## src/rtl/icache_pkg.sv

```systemverilog
// Shared types and constants for the direct-mapped instruction cache.
// The tag/index/offset split covers PC[9:2] of a 1024-byte instruction memory.
package icache_pkg;

    localparam int TAG_W      = 3;
    localparam int INDEX_W    = 3;
    localparam int OFFSET_W   = 2;
    localparam int BLOCK_W    = 128;
    localparam int WORD_W     = 32;
    localparam int CNT_W      = 16;

    // PC bit positions: bytes within a word, words within a line, then index, then tag.
    localparam int WORD_LSB   = 2;
    localparam int INDEX_LSB  = WORD_LSB + OFFSET_W;
    localparam int TAG_LSB    = INDEX_LSB + INDEX_W;

    typedef enum logic [1:0] {
        IDLE     = 2'd0,
        READ_MEM = 2'd1,
        FILL     = 2'd2
    } icache_state_e;

    // Saturating increment used by the performance counters.
    function automatic logic [CNT_W-1:0] sat_inc(input logic [CNT_W-1:0] value);
        logic [CNT_W-1:0] result;
        if (value == {CNT_W{1'b1}}) begin
            result = value;
        end else begin
            result = value + {{(CNT_W-1){1'b0}}, 1'b1};
        end
        return result;
    endfunction

endpackage

```

## src/rtl/icache_if.sv

```systemverilog
// Block-read bus between the instruction cache (master) and instruction memory (slave).
// The memory holds MEM_BUSYWAIT high while busy; MEM_READDATA is valid once it falls.
interface icache_if
    import icache_pkg::*;
#(
    parameter int MEM_ADDR_W = 6
) ();

    logic                  MEM_READ;
    logic [MEM_ADDR_W-1:0] MEM_ADDRESS;
    logic [BLOCK_W-1:0]    MEM_READDATA;
    logic                  MEM_BUSYWAIT;

    modport master (
        output MEM_READ,
        output MEM_ADDRESS,
        input  MEM_READDATA,
        input  MEM_BUSYWAIT
    );

    modport slave (
        input  MEM_READ,
        input  MEM_ADDRESS,
        output MEM_READDATA,
        output MEM_BUSYWAIT
    );

endinterface

```

## src/rtl/icache_word_select.sv

```systemverilog
// 4:1 word multiplexer: picks one 32-bit instruction out of a 128-bit cache line.
// Word 0 sits in bits [31:0].
module icache_word_select
    import icache_pkg::*;
(
    input  logic [BLOCK_W-1:0]  block_data,
    input  logic [OFFSET_W-1:0] word_off,
    output logic [WORD_W-1:0]   instr_word
);

    // Select the addressed word of the line.
    always_comb begin
        instr_word = block_data[31:0];
        case (word_off)
            2'd0:    instr_word = block_data[31:0];
            2'd1:    instr_word = block_data[63:32];
            2'd2:    instr_word = block_data[95:64];
            2'd3:    instr_word = block_data[127:96];
            default: instr_word = block_data[31:0];
        endcase
    end

endmodule

```

## src/rtl/icache_controller.sv

```systemverilog
// Direct-mapped, read-only instruction cache between pc_unit and instruction memory.
// Hits are served combinationally. A miss raises BUSYWAIT, reads the whole 16-byte
// block over the icache_if bus and refills the line.
// Optional build macro: ICACHE_PERF_EN adds saturating HIT_COUNT / MISS_COUNT ports.
module icache_controller
    import icache_pkg::*;
#(
    parameter int NUM_LINES  = 8,
    parameter int MEM_ADDR_W = 6
) (
    input  logic              CLK,
    input  logic              RESET,
    input  logic [31:0]       PC,
    output logic [WORD_W-1:0] INSTRUCTION,
    output logic              BUSYWAIT,
    icache_if.master          mem
`ifdef ICACHE_PERF_EN
    ,
    output logic [CNT_W-1:0]  HIT_COUNT,
    output logic [CNT_W-1:0]  MISS_COUNT
`endif
);

    icache_state_e        state_r;
    icache_state_e        state_nxt_s;

    logic [NUM_LINES-1:0] valid_r;
    logic [TAG_W-1:0]     tag_r  [NUM_LINES];
    logic [BLOCK_W-1:0]   data_r [NUM_LINES];

    logic [TAG_W-1:0]     tag_s;
    logic [INDEX_W-1:0]   index_s;
    logic [OFFSET_W-1:0]  offset_s;
    logic                 hit_s;
    logic                 busy_s;
    logic                 mem_read_s;
    logic                 fill_s;
    logic                 unused_pc_s;

    assign tag_s    = PC[TAG_LSB +: TAG_W];
    assign index_s  = PC[INDEX_LSB +: INDEX_W];
    assign offset_s = PC[WORD_LSB +: OFFSET_W];

    // Upper PC bits lie outside the instruction memory and the byte offset is ignored.
    assign unused_pc_s = ^{PC[31:TAG_LSB+TAG_W], PC[WORD_LSB-1:0]};

    assign hit_s = valid_r[index_s] && (tag_r[index_s] == tag_s);

    icache_word_select u_word_select (
        .block_data (data_r[index_s]),
        .word_off   (offset_s),
        .instr_word (INSTRUCTION)
    );

    // The block address is PC-derived; PC does not move while a miss is outstanding.
    assign mem.MEM_ADDRESS = PC[INDEX_LSB +: MEM_ADDR_W];
    assign mem.MEM_READ    = mem_read_s;
    // The CPU is never stalled while reset is held.
    assign BUSYWAIT        = busy_s & ~RESET;

    // Miss FSM state register.
    always_ff @(posedge CLK) begin
        if (RESET) begin
            state_r <= IDLE;
        end else begin
            state_r <= state_nxt_s;
        end
    end

    // Miss FSM next-state and control outputs.
    always_comb begin
        state_nxt_s = state_r;
        busy_s      = 1'b0;
        mem_read_s  = 1'b0;
        fill_s      = 1'b0;
        case (state_r)
            IDLE: begin
                busy_s = ~hit_s;
                if (hit_s) begin
                    state_nxt_s = IDLE;
                end else begin
                    state_nxt_s = READ_MEM;
                end
            end
            READ_MEM: begin
                busy_s     = 1'b1;
                mem_read_s = 1'b1;
                if (mem.MEM_BUSYWAIT) begin
                    state_nxt_s = READ_MEM;
                end else begin
                    state_nxt_s = FILL;
                end
            end
            FILL: begin
                busy_s      = 1'b1;
                fill_s      = 1'b1;
                state_nxt_s = IDLE;
            end
            default: begin
                busy_s      = 1'b0;
                state_nxt_s = IDLE;
            end
        endcase
    end

    // Line valid bits: cleared by reset, set when a fill completes.
    always_ff @(posedge CLK) begin
        if (RESET) begin
            valid_r <= {NUM_LINES{1'b0}};
        end else if (fill_s) begin
            valid_r[index_s] <= 1'b1;
        end else begin
            valid_r <= valid_r;
        end
    end

    // Line tag and data capture; a fill coinciding with reset is discarded.
    always_ff @(posedge CLK) begin
        if (fill_s && !RESET) begin
            data_r[index_s] <= mem.MEM_READDATA;
            tag_r[index_s]  <= tag_s;
        end
    end

`ifdef ICACHE_PERF_EN
    // Hit/miss counters, sampled on IDLE edges and saturating at all-ones.
    always_ff @(posedge CLK) begin
        if (RESET) begin
            HIT_COUNT  <= {CNT_W{1'b0}};
            MISS_COUNT <= {CNT_W{1'b0}};
        end else if (state_r == IDLE) begin
            if (hit_s) begin
                HIT_COUNT <= sat_inc(HIT_COUNT);
            end else begin
                MISS_COUNT <= sat_inc(MISS_COUNT);
            end
        end else begin
            HIT_COUNT  <= HIT_COUNT;
            MISS_COUNT <= MISS_COUNT;
        end
    end
`endif

endmodule

```

## src/flat_wrapper.sv

```systemverilog
// flat-port wrapper written by rule: the top's interface ports become plain ports
module icache_controller_flat import icache_pkg::*;
#(
    parameter int NUM_LINES  = 8,
    parameter int MEM_ADDR_W = 6
)
  (CLK, RESET, PC, INSTRUCTION, BUSYWAIT, mem_MEM_READ, mem_MEM_ADDRESS, mem_MEM_READDATA, mem_MEM_BUSYWAIT);
  icache_if #(.MEM_ADDR_W(MEM_ADDR_W)) mem_i ();
  input  logic CLK;
  input  logic RESET;
  input  logic [31:0] PC;
  output logic [WORD_W-1:0] INSTRUCTION;
  output logic BUSYWAIT;
  output wire logic [$bits(mem_i.MEM_READ)-1:0] mem_MEM_READ;
  output wire logic [$bits(mem_i.MEM_ADDRESS)-1:0] mem_MEM_ADDRESS;
  input wire logic [$bits(mem_i.MEM_READDATA)-1:0] mem_MEM_READDATA;
  input wire logic [$bits(mem_i.MEM_BUSYWAIT)-1:0] mem_MEM_BUSYWAIT;
  assign mem_MEM_READ = mem_i.MEM_READ;
  assign mem_MEM_ADDRESS = mem_i.MEM_ADDRESS;
  assign mem_i.MEM_READDATA = mem_MEM_READDATA;
  assign mem_i.MEM_BUSYWAIT = mem_MEM_BUSYWAIT;
  icache_controller #(.NUM_LINES(NUM_LINES), .MEM_ADDR_W(MEM_ADDR_W)) u_core (.CLK(CLK), .RESET(RESET), .PC(PC), .INSTRUCTION(INSTRUCTION), .BUSYWAIT(BUSYWAIT), .mem(mem_i));
endmodule
```

## config.mk

```make
export PLATFORM = sky130hd
export DESIGN_NAME = icache_controller_flat
export DESIGN_NICKNAME = d
export VERILOG_FILES = /design/src/rtl/icache_pkg.sv /design/src/rtl/icache_if.sv /design/src/rtl/icache_word_select.sv /design/src/rtl/icache_controller.sv /design/src/flat_wrapper.sv
export SDC_FILE = /design/constraint.sdc
export NUM_CORES = 1
export LEC_CHECK = 0
export BUFFER_PORTS_ARGS = -buffer_cell sky130_fd_sc_hd__buf_4
export CAP_MARGIN = 10
export CORE_MARGIN = 3
export CORE_UTILIZATION = 61
export DETAILED_ROUTE_END_ITERATION = 6
export PLACE_DENSITY = 0.82
export SLEW_MARGIN = 20
export SYNTH_ARGS = -nofsm -noshare
export SYNTH_HDL_FRONTEND = slang
export SYNTH_HIERARCHICAL = 1
export SYNTH_SLANG_ARGS = --single-unit
```

## constraint.sdc

```tcl
create_clock -name CLK -period 12.4 [get_ports CLK]
set_input_delay 2.48 -clock CLK [delete_from_list [all_inputs] [get_ports CLK]]
set_output_delay 2.48 -clock CLK [all_outputs]
set_load 0.1 [all_outputs]
```

# Yosys cells after proc, flatten, opt, wreduce, memory -nomap -nowiden
# Memory sizes are Yosys's and may differ from the RTL's.
# Index checks and enable logic that the tools add are counted.
# totals
ramBits,1048
output_inout_bits,40
ff_bits,10
in_bits,163
mem_count,2
wordCells,36
# op_classes
n_mux,13
bitwise,4
order_cmp,2
n_reduce_logical,7
n_eq_ne,6
# mem_list
name,depth,word_bits,rd,rd_clocked_by_memory_dff,write_ports,line_no,rtl
u_core.data_r,8,128,1,0,1,icache_controller.sv:29,logic [BLOCK_W-1:0] data_r [NUM_LINES];
u_core.tag_r,8,3,1,0,1,icache_controller.sv:28,logic [TAG_W-1:0] tag_r [NUM_LINES];
# op_table
cell,count
$pmux 32 s4,1
$or 8x8->8,1
$mux 1,7
$eq 2x2->1 const B,3
$eq 2x1->1 const B,2
$logic_not 2->1,2
$lt 3x4->1 const B,1
$pmux 2 s2,1
$bmux 1 s3,1
$demux 1 s3,1
$eq 3x3->1,1
$ge 3x1->1 const B,1
$logic_and 1x1->1,3
$mux 2,1
$not 1->1,2
$pmux 1 s2,1
$reduce_or 2->1,1
$and 1x1->1,1
$logic_not 1->1,1

# Logic depth before layout (Yosys ltp)
# logic_depth
ltp_word,6
depth_mapped,10
depth_no_buf,6

# Modules after synthesis
# Netlist, hierarchy kept.
# modules_own_cells
mod,area_each_um2,n_inst,cells_each
icache_controller,39301.4,1,2069
icache_word_select,814.5,1,39

# Least setup slack after synthesis
# No wires, ideal clock.
# synth_path
path_type,input to register
startpoint,input port PC[6]
endpoint,"memory u_core.data_r[6][0], enable pin"
setup_ps,623
cell_stages,7
n_path_buf,5
arrival_time_ps,9016
setup_slack_ps,2761
cell_sequence,buf_2 -> buf_2 -> buf_2 -> buf_4 -> buf_2 -> nand2_1 -> nor2_1
# synth_rtl
item,line_no,rtl
start: declaration,flat_wrapper.sv:11,input logic [31:0] PC;
end: declaration,icache_controller.sv:29,
# Straight into the memory's write port.

# Final worst setup path
# layout_path
startpoint,input port PC[6]
endpoint,output port INSTRUCTION[31]
# layout_via
elab_chain_cells,2
# layout_rtl
item,line_no,rtl
$mem_v2 8x128,n/a,
$pmux 32 s4,icache_word_select.sv:14,case (word_off)
end: declaration,flat_wrapper.sv:12,output logic [WORD_W-1:0] INSTRUCTION;
# No other way between the ends.

==> run metrics <==
Least-Margin Pin Slew=1.19 ns; cell count after synthesis=between 2000 and 2500; setup tns final=0 ns; vias in the first global route=22800; core area=64800 µm²; min-delay worst type=register to register; syn nets=between 2000 and 2500; worst setup margin=about 3.6 ns; full die area=68900 µm²; die height=262 µm; Post-Place Setup Slack=between 3 and 4 ns; Netlist cell types=40; logic gate share of total power=around 7%; Final Hold Fails=0; Critical-path top delay cell=nor2_4; Worst-path clk slew=0.06 ns; Clk pwr share=40.2%; area growth from synthesis to final layout=13.5%; Syn Area/Cell=19.0 µm²; worst skew pair latency=between 0.6 and 0.7 ns; switching fraction of total power=21.9%; multi-input logic area=7770 µm²; Worst VDD drop=0.000141 V; num rows=93; Int Pwr=5.81 mW; GRT Total Usage=27.4%; routability cong.=~0.74; Pleak=14.6 nW; Post-Syn Area=40100 µm²; htree depth=3; Post-Route Skew=approximately 0.018 ns; CTS max path bufs=3; DPL Wire Length=about 48000 µm; Register Area=31700 µm²; initial antenna violation count=14; Max Cap Viol=0; switching pwr=1.63 mW; fillcell total=3649; # hold bufs at CTS=0; Critical Path Max Stage Delay=0.68 ns; Root Buffer=clkbuf_16; Seq cells post-synth=1058; Post-synth top flop=edfxtp_1; Reg power frac=about 53%; DRT Wirelength=95500 µm; GR Overflow Total=0; CTS resizes=0; layout cells sized above 1=22.9%; largest area contributor in the netlist=edfxtp_1; number of synthesis warnings=6; count leader, synth=edfxtp_1; Arr. time, crit path=6.36 ns; global-route wire length before repair=142000 µm; period utilisation layout=71.3%; DP Area=42300 µm²; Pre-Repair DR Iteration Count=6; Inserted Clock Buffers=roughly 100; number of synthesized flops with an enable pin=1048; Design Area, Final=45500 µm²; Post-CTS Setup Bufs=0; CTS tree=built; I/O Buffers=approximately 180; RSZ-0062 raised after global routing=false; DR vias/cell=around 6.9; power density over the cells=between 150 and 200 nW/µm²; final net count=2451; top post-synthesis cells by area=edfxtp_1 (78%), mux4_2 (3.2%), a221oi_1 (2.9%); status=completed; f_max=0.113 GHz; ys async rst share=0%; detailed-route DRC error count=0; relative slew slack=20.4%; Final ANT Viol Nets=0; fin crit period=8.84 ns; clk sinks=1058; initial core utilization=61.9%; CP most frequent cell=buf_4; DR WL/cell=between 20 and 30 µm; most frequent cells after synthesis=edfxtp_1 (1048), a221oi_1 (134), a22oi_1 (134); Worst Path Required=9.92 ns; via count=22200; largest net degree at the start of global routing=127; 1st-iter DRT viols=2629; CP startpoint kind=input port; crit path capture type=primary output; Synth top area share=between 70% and 80%; crit-path cells=clkbuf_8 -> inv_2 -> nor2_4 -> buf_4 -> a22oi_1 -> o221ai_1 -> mux4_2 -> buf_4; final setup violation count=0; number of I/O pins=203; Die X=around 260 µm; Pins Over Slew Limit=0; sequential-to-total area share from yosys stat=78.9%; crit path kind=input port to primary output; Max FO, Critical Path=91
registers in the layout, indices dropped and copies added (netlist names):
register and flops:
u_core/state_r 2, u_core/data_r 1024, u_core/tag_r 24, u_core/valid_r 8
critical path, delay by kind of cell:
kind	cells	cell delay, ns
muxes	1	0.37
and+or+nand+nor	1	0.68
buffers and inverters	4	2.21
AOI/OAI and AO/OA	2	0.54
worst paths after layout:
kind / cells past startpoint / endpoint / slack (ns) / from
worst max-delay path: 8 / INSTRUCTION[31] / 3.56 / PC[6]
worst min-delay path: 2 / u_core/valid_r[0]$_SDFFE_PP0N_ / 0.48 / u_core/valid_r[0]$_SDFFE_PP0N_
worst max register to register: 5 / u_core/data_r[4][72]$_DFFE_PP_ / 8.83 / u_core/state_r[0]$_SDFF_PP0_
worst min register to register: 2 / u_core/valid_r[0]$_SDFFE_PP0N_ / 0.48 / u_core/valid_r[0]$_SDFFE_PP0N_
layout make-up:
type	count	area share (%)
diodes	8	0.0440
clock inverters	65	1.21
well taps	855	2.35
repair buffers	218	3.76
clock buffers	123	5.92
inverters	13	0.107
flip-flops and latches	1058	69.5
multi-input cells	892	17.1
through the flow:
| step | hold slack, ns | utilization [%] | std cells | total power, mW |
|---|---|---|---|---|
| 2_1_floorplan | 0.449 | - | 2108 | 4.34 |
| 3_3_place_gp | 0.456 | 65.2 | 3036 | 4.50 |
| 3_5_place_dp | 0.471 | 65.2 | 3036 | 4.52 |
| 4_1_cts | 0.481 | 70.2 | 3224 | 7.47 |
| 5_1_grt | 0.515 | 70.3 | 3229 | 7.63 |
| 6_report | 0.484 | 70.3 | 3232 | 7.44 |
power by group through the flow:
| stage | Sequential, mW | Clock, mW | Combinational, mW |
|---|---|---|---|
| 2_1_floorplan | 4.02 | 0 | 0.325 |
| 3_3_place_gp | 4.02 | 0 | 0.487 |
| 3_5_place_dp | 4.02 | 0 | 0.502 |
| 4_1_cts | 3.94 | 3.02 | 0.507 |
| 5_1_grt | 3.94 | 3.16 | 0.533 |
| 6_report | 3.94 | 2.99 | 0.509 |
cell families (layout without fill, tap and decap cells):
kind of cell,count (synthesis),in the layout,synth area share [%]
flip-flops,1058,1058,78.9
AND/OR/NAND/NOR,171,171,1.82
adder cells (fa/ha/maj),4,4,0.125
multiplexers,215,215,7.52
buffers and inverters,158,419,2.04
AO/OA/AOI/OAI,501,501,9.53
XOR/XNOR,1,1,0.0218
other,0,8,0
metal layers:
layer	GRT usage (%)	vias up	part of all wire [%]
li1	-	9194	-
met1	35.8	11300	36
met2	45.0	1538	50
met3	6.38	235	11
met4	11.1	12	3.0
met5	0	-	0.074
placed cells by master (no fill, tap or decap), types with 10 or more instances in the layout:
master / instances
edfxtp_1: 1048
buf_4: 210
a221oi_1: 134
a22oi_1: 134
clkbuf_16: 105
mux2_2: 94
mux2i_1: 62
nor2_1: 61
o21ai_0: 59
mux4_2: 57
nand2_1: 52
a22o_1: 46
a21oi_1: 41
o221ai_1: 27
a221o_1: 26
nand3_1: 26
clkinv_1: 24
o22ai_1: 23
clkbuf_1: 18
clkinv_2: 18
nor2_4: 13
inv_1: 10
dfxtp_1: 10
Power figures use the tool's default switching activity.
